### src/rtl/pcard_dealer_if.sv
// Player-hand bus between the game controller/display side and pcard_dealer.
// master drives the requests and the test hook; slave returns the hand state.
interface pcard_dealer_if;
  logic       deal;
  logic       hit;
  logic       stand;
  logic       force_en;
  logic [5:0] force_card;
  logic [5:0] card1;
  logic [5:0] card2;
  logic [2:0] card_count;
  logic [4:0] hand_value;
  logic       bust;
  logic       done;

  modport master (
    output deal, hit, stand, force_en, force_card,
    input  card1, card2, card_count, hand_value, bust, done
  );

  modport slave (
    input  deal, hit, stand, force_en, force_card,
    output card1, card2, card_count, hand_value, bust, done
  );
endinterface

### src/rtl/pcard_dealer.sv
// Deals and scores the player's blackjack hand from a duplicate-free 52-card deck,
// one card per clk_sec tick, with random draws taken from a free-running LFSR.
//
// state | meaning
// IDLE  | after reset, waiting for the first deal
// DRAW1 | drawing the first card of the hand
// DRAW2 | drawing the second card; a natural 21 ends the hand
// PLAY  | waiting for hit or stand
// DRAWH | drawing a hit card
// DONE  | hand finished; a deal clears the hand and starts over
module pcard_dealer #(
  parameter logic [15:0] SEED      = 16'hACE1,
  parameter int          MAX_CARDS = 5
) (
  input  logic           clk_sec,
  input  logic           rst,
  pcard_dealer_if.slave  bus
);

  typedef enum logic [2:0] {IDLE, DRAW1, DRAW2, PLAY, DRAWH, DONE} state_t;

  state_t      state, state_nxt;
  logic [15:0] lfsr;
  logic        deal_q, hit_q, stand_q;
  logic        deal_edge, hit_edge, stand_edge;

  logic [5:0]  card1, card2;
  logic [2:0]  count;
  logic [51:0] used;
  logic [5:0]  hard;
  logic        ace_held;
  logic        bust;

  logic [5:0]  cand;
  logic [3:0]  rank;
  logic [1:0]  suit;
  logic        rank_ok, cand_ok;
  logic [5:0]  idx, pts;
  logic [5:0]  new_hard, new_val, cur_val;
  logic        new_ace;
  logic [2:0]  count_nxt;
  logic        drawing, accept, clear;

  // Soft ace counts 11 only while that keeps the hand at or under 21.
  function automatic logic [5:0] best_value(input logic [5:0] h, input logic a);
    return (a && h <= 6'd11) ? h + 6'd10 : h;
  endfunction

  assign deal_edge  = bus.deal  & ~deal_q;
  assign hit_edge   = bus.hit   & ~hit_q;
  assign stand_edge = bus.stand & ~stand_q;

  assign cand          = bus.force_en ? bus.force_card : lfsr[5:0];
  assign {suit, rank}  = cand;
  assign rank_ok       = (rank != 4'd0) && (rank <= 4'd13);
  assign idx           = 6'(suit) * 6'd13 + 6'(rank) - 6'd1;
  assign cand_ok       = rank_ok && !used[idx];
  assign accept        = drawing && cand_ok;
  assign pts           = (rank > 4'd10) ? 6'd10 : 6'(rank);
  assign new_hard      = hard + pts;
  assign new_ace       = ace_held | (rank == 4'd1);
  assign new_val       = best_value(new_hard, new_ace);
  assign cur_val       = best_value(hard, ace_held);
  assign count_nxt     = count + 3'd1;

  assign bus.card1      = card1;
  assign bus.card2      = card2;
  assign bus.card_count = count;
  assign bus.hand_value = cur_val[4:0];
  assign bus.bust       = bust;

  always_ff @(posedge clk_sec or posedge rst) begin
    if (rst) begin
      lfsr    <= SEED;
      deal_q  <= 1'b0;
      hit_q   <= 1'b0;
      stand_q <= 1'b0;
    end else begin
      lfsr    <= {lfsr[0] ^ lfsr[2] ^ lfsr[3] ^ lfsr[5], lfsr[15:1]};
      deal_q  <= bus.deal;
      hit_q   <= bus.hit;
      stand_q <= bus.stand;
    end
  end

  always_ff @(posedge clk_sec or posedge rst) begin
    if (rst) state <= IDLE;
    else     state <= state_nxt;
  end

  always_comb begin
    state_nxt = state;
    case (state)
      IDLE:  if (deal_edge) state_nxt = DRAW1;
      DRAW1: if (accept) state_nxt = DRAW2;
      DRAW2: if (accept) state_nxt = (new_val == 6'd21) ? DONE : PLAY;
      PLAY: begin
        if (stand_edge)    state_nxt = DONE;
        else if (hit_edge) state_nxt = DRAWH;
      end
      DRAWH: if (accept)
        state_nxt = (new_val > 6'd21 || count_nxt == 3'(MAX_CARDS)) ? DONE : PLAY;
      DONE:  if (deal_edge) state_nxt = DRAW1;
      default: state_nxt = IDLE;
    endcase
  end

  always_comb begin
    drawing  = 1'b0;
    clear    = 1'b0;
    bus.done = 1'b0;
    case (state)
      DRAW1, DRAW2, DRAWH: drawing = 1'b1;
      DONE: begin
        bus.done = 1'b1;
        clear    = deal_edge;
      end
      default: ;
    endcase
  end

  always_ff @(posedge clk_sec or posedge rst) begin
    if (rst) begin
      card1    <= '0;
      card2    <= '0;
      count    <= '0;
      used     <= '0;
      hard     <= '0;
      ace_held <= 1'b0;
      bust     <= 1'b0;
    end else if (clear) begin
      card1    <= '0;
      card2    <= '0;
      count    <= '0;
      used     <= '0;
      hard     <= '0;
      ace_held <= 1'b0;
      bust     <= 1'b0;
    end else if (accept) begin
      card1     <= card2;
      card2     <= cand;
      used[idx] <= 1'b1;
      count     <= count_nxt;
      hard      <= new_hard;
      ace_held  <= new_ace;
      bust      <= (new_val > 6'd21);
    end
  end

endmodule
### src/flat_wrapper.sv
// flat-port wrapper written by rule: the top's interface ports become plain ports
module pcard_dealer_flat 
#(
  parameter logic [15:0] SEED      = 16'hACE1,
  parameter int          MAX_CARDS = 5
)
  (clk_sec, rst, bus_deal, bus_hit, bus_stand, bus_force_en, bus_force_card, bus_card1, bus_card2, bus_card_count, bus_hand_value, bus_bust, bus_done);
  pcard_dealer_if bus_i ();
  input  logic clk_sec;
  input  logic rst;
  input wire logic [$bits(bus_i.deal)-1:0] bus_deal;
  input wire logic [$bits(bus_i.hit)-1:0] bus_hit;
  input wire logic [$bits(bus_i.stand)-1:0] bus_stand;
  input wire logic [$bits(bus_i.force_en)-1:0] bus_force_en;
  input wire logic [$bits(bus_i.force_card)-1:0] bus_force_card;
  output wire logic [$bits(bus_i.card1)-1:0] bus_card1;
  output wire logic [$bits(bus_i.card2)-1:0] bus_card2;
  output wire logic [$bits(bus_i.card_count)-1:0] bus_card_count;
  output wire logic [$bits(bus_i.hand_value)-1:0] bus_hand_value;
  output wire logic [$bits(bus_i.bust)-1:0] bus_bust;
  output wire logic [$bits(bus_i.done)-1:0] bus_done;
  assign bus_i.deal = bus_deal;
  assign bus_i.hit = bus_hit;
  assign bus_i.stand = bus_stand;
  assign bus_i.force_en = bus_force_en;
  assign bus_i.force_card = bus_force_card;
  assign bus_card1 = bus_i.card1;
  assign bus_card2 = bus_i.card2;
  assign bus_card_count = bus_i.card_count;
  assign bus_hand_value = bus_i.hand_value;
  assign bus_bust = bus_i.bust;
  assign bus_done = bus_i.done;
  pcard_dealer #(.SEED(SEED), .MAX_CARDS(MAX_CARDS)) u_core (.clk_sec(clk_sec), .rst(rst), .bus(bus_i));
endmodule
### config.mk
export PLATFORM = sky130hd
export DESIGN_NAME = pcard_dealer_flat
export DESIGN_NICKNAME = d
export VERILOG_FILES = /design/src/rtl/pcard_dealer_if.sv /design/src/rtl/pcard_dealer.sv /design/src/flat_wrapper.sv
export SDC_FILE = /design/constraint.sdc
export NUM_CORES = 1
export LEC_CHECK = 0
export CORE_MARGIN = 4
export CORE_UTILIZATION = 50
export DETAILED_ROUTE_END_ITERATION = 10
export PLACE_DENSITY = 0.69
export SLEW_MARGIN = 10
export SYNTH_ARGS = -nofsm -noshare
export SYNTH_HDL_FRONTEND = slang
export SYNTH_SLANG_ARGS = --single-unit
export TNS_END_PERCENT = 5
### constraint.sdc
create_clock -name clk_sec -period 7.6 [get_ports clk_sec]
set_input_delay 2.28 -clock clk_sec [delete_from_list [all_inputs] [get_ports clk_sec]]
set_output_delay 2.28 -clock clk_sec [all_outputs]
set_load 0.02 [all_outputs]
==> impl_metrics.csv <==
group,metric,value,unit
grt,grt_usage,22.3,%
sta,drv_slew,0,
critical_path,critical_path.startpoint_type,"primary input",
synthesis,synth_top_cell_area_share,43.2,%
pwr,ir_drop,0.288,mV
clock_network,cts_setup_buffers,0,
sta,period_needed,6.83,ns
sta,rsz0062_at_grt,"no",
synthesis,syn_avg_cell_area,9.93,sq um
routing,drt_iter0_drc,241,
grt,grt_pass1_wl,20.8,mm
clock_network,root_buffer,"clkbuf_8",
routing,num_vias,3980,
job,drv_cap,0,
clock_network,cts_tree,"done",
layout,drive_gt1_share,12.1,%
synthesis,synth_cells,519,
critical_path,cp_slowest_cell,"clkdlybuf4s50_1",
pwr,power_leakage,2.67,nW
layout,n_antenna_cell,0,
critical_path,cp_top_family,"buffers and inverters",
place,io_buffers,33,
clock_network,numClockSinks,97,
sta,fin_crit_sh,89.8,%
sta,hold_slack,0.356,ns
grt,grt_overflow_total,0,
sta,setup_viol,0,
sta,hold_violations,0,
synthesis,yosysSeqAreaShare,47.3,%
synthesis,syn_nets,550,
sta,max_slew.worst_pin.slew,0.821,ns
outcome,status,"finished clean",
synthesis,ys_async_sr_fraction,100,%
critical_path,cp_slowest_stage_delay,0.64,ns
routing,drt-vias-per-instance,5.79,
clock_network,ctsResizeCount,0,
clock_network,htree_levels,3,
place,place_hpwl,8.52,mm
critical_path,cp_max_fo,27,
critical_path,crit_required,7.91,ns
synthesis,synth_top_area_cell,"dfrtp_1",
synthesis,ys_ff_latch,97,
sta,fin_worst_skew,0.00640,ns
routing,totalWireLength,12.0,mm
grt,antenna_found_initial,0,
synthesis,synth.distinct_cells,64,
layout,synthToLayoutAreaGrowth,13.7,%
clock_network,clk_latency,0.37,ns
routing,drc,0,
clock_network,clk_pin_slew_worst_paths,0.09,ns
grt,grt_pass1_vias,4192,
routing,post_drt_wl_per_cell,17.5,um
die,start_util,52.0,%
place,gp_congestion,0.896,
critical_path,crit_buf_inv,5,
die,num_rows,36,
die,core_area,9910,sq um
routing,dr.pass1.iters,4,
critical_path,arrival,7.14,ns
pwr,p_total,2.19,mW
synthesis,synth_area,5150,sq um
hold_path,hp-class,"reg -> reg",
sta,timing.fmax,0.146,GHz
clock_network,postCtsHoldBufs,0,
clock_network,cts_buffer_depth,2,
pwr,power_density,373,nW/um^2
die,io_pins,34,
synthesis,synth_area_leaders,"dfrtp_1 43%, nand2_1 6.0%, o21ai_0 4.6%",
layout,nets,580,
synthesis,ys_warn_count,0,
critical_path,crit_path_cell_trace,"clkdlybuf4s50_1 -> mux2_2 -> inv_1 -> fa_1 -> inv_1 -> ha_1 -> fa_1 -> buf_4 -> nor3b_1 -> a311o_1 -> a221o_1 -> o211a_1 -> nor4_4 -> buf_4 -> nor2b_1 -> a32o_1",
routing,ant_nets,0,
die,die_h,110,um
clock_network,cts_buffers,9,
sta,timing.final.ws_setup,0.773,ns
critical_path,endpoint_kind,"flip-flop",
die,fp.dieW,110,um
synthesis,synth-edff-count,0,
sta,slew_headroom,45.3,%
place,place_ws,0.385,ns
sta,setup_tns,0,ns
critical_path,setup.worst_path.class,"in -> reg",
die,die_area,12000,sq um
grt,grt_max_degree,66,
synthesis,ys.flop_type,"dfrtp_1",
area by class of cell:
type | count | area [sq um]
tap | 133 | 166
fill | 891 | 4050
clock buffer | 13 | 149
sequential | 97 | 2440
timing repair buffer | 48 | 455
clock inverter | 3 | 65.1
multi-input combinational | 365 | 2480
inverter | 28 | 108
layout by cell type, fill, tap and decap left out, drive strengths merged, types with 7 or more instances in the layout:
| master | synthesis | routed |
|---|---|---|
| a22o | 22 | 22 |
| xnor2 | 9 | 9 |
| mux2 | 10 | 10 |
| buf | 15 | 15 |
| dfrtp | 89 | 89 |
| nand3 | 17 | 17 |
| clkbuf | 14 | 13 |
| mux2i | 14 | 14 |
| dfstp | 8 | 8 |
| nor3 | 10 | 10 |
| inv | 28 | 28 |
| nand2b | 8 | 8 |
| and3 | 7 | 7 |
| a21oi | 17 | 17 |
| o21ai | 48 | 48 |
| nand2 | 82 | 82 |
| clkdlybuf4s50 | 0 | 33 |
| nand3b | 9 | 9 |
| nor2 | 20 | 20 |
| ha | 15 | 15 |
Yosys cell counts (2+ instances only):
cell       instances
nor2_1            16
a21oi_1           17
nor3_1            10
a21o_1             2
xnor2_1            9
inv_1             27
nand2b_1           8
nor2_2             4
xor2_1             5
a32o_1             6
o221ai_1           2
buf_2             12
ha_1              15
o211ai_1           2
o31ai_1            3
mux4_2             5
a211oi_1           2
nand3b_1           9
o21ai_0           47
a31oi_1            3
nor3b_1            2
and3_1             7
nor2b_1            6
o22ai_1            2
mux2i_1           14
dfstp_2            8
or2_2              4
fa_1               4
dfrtp_1           89
o2bb2ai_1          2
a311o_1            2
mux2_2            10
a22o_1            22
nand2_1           82
nand3_1           17
nor4_1             3
clkbuf_1          14
metal layers:
metal	global-route usage (%)	part of all wire [%]
met3	5.46	5.0
met2	36.1	48
met4	7.21	1.9
met5	0	0
met1	29.7	45
cells by family after synthesis:
family | share of synthesized area [%]
AOI/OAI and AO/OA | 16.8
xor gates and xnor gates | 2.38
adders and majority gates | 5.19
buffers and inverters | 4.66
DFF | 47.3
muxes | 7.09
and+or+nand+nor | 16.6
registers in the layout, indices dropped and copies added, names as in the netlist:
register,cells
u_core.ace_held,1
u_core.bus.bust,1
u_core.bus.card1,6
u_core.bus.card2,6
u_core.bus.card_count,3
u_core.deal_q,1
u_core.hard,6
u_core.hit_q,1
u_core.lfsr,16
u_core.stand_q,1
u_core.state,3
u_core.used,52
where the power goes:
| part | internal, mW | leakage (nW) | total [mW] | switching, mW |
|---|---|---|---|---|
| logic | 0.445 | 1.30 | 1.01 | 0.562 |
| registers | 0.680 | 1.26 | 0.812 | 0.132 |
| clock network | 0.195 | 0.108 | 0.370 | 0.176 |
final timing paths:
check,startpoint,depth (start not counted),endpoint,slack [ns]
min in group asynchronous,rst,2,u_core.lfsr[14]$_DFF_PP0_,2.25
worst min-delay path,u_core.lfsr[6]$_DFF_PP1_,0,u_core.lfsr[5]$_DFF_PP1_,0.36
max in group asynchronous,rst,3,u_core.used[32]$_DFFE_PP0P_,4.19
worst max-delay path,bus_force_en,16,u_core.used[9]$_DFFE_PP0P_,0.77
worst max register to register,u_core.lfsr[5]$_DFF_PP1_,14,u_core.used[9]$_DFFE_PP0P_,3.02
worst min register to register,u_core.lfsr[6]$_DFF_PP1_,0,u_core.lfsr[5]$_DFF_PP1_,0.36
per-stage QoR:
stage | instance area [sq um] | util (%) | cells
6_report | 5860 | 59.2 | 687
3_5_place_dp | 5650 | 57.0 | 671
2_1_floorplan | 5150 | - | 519
3_3_place_gp | 5650 | 57.0 | 671
4_1_cts | 5860 | 59.2 | 687
5_1_grt | 5860 | 59.2 | 687
Power figures use the tool's default switching activity.
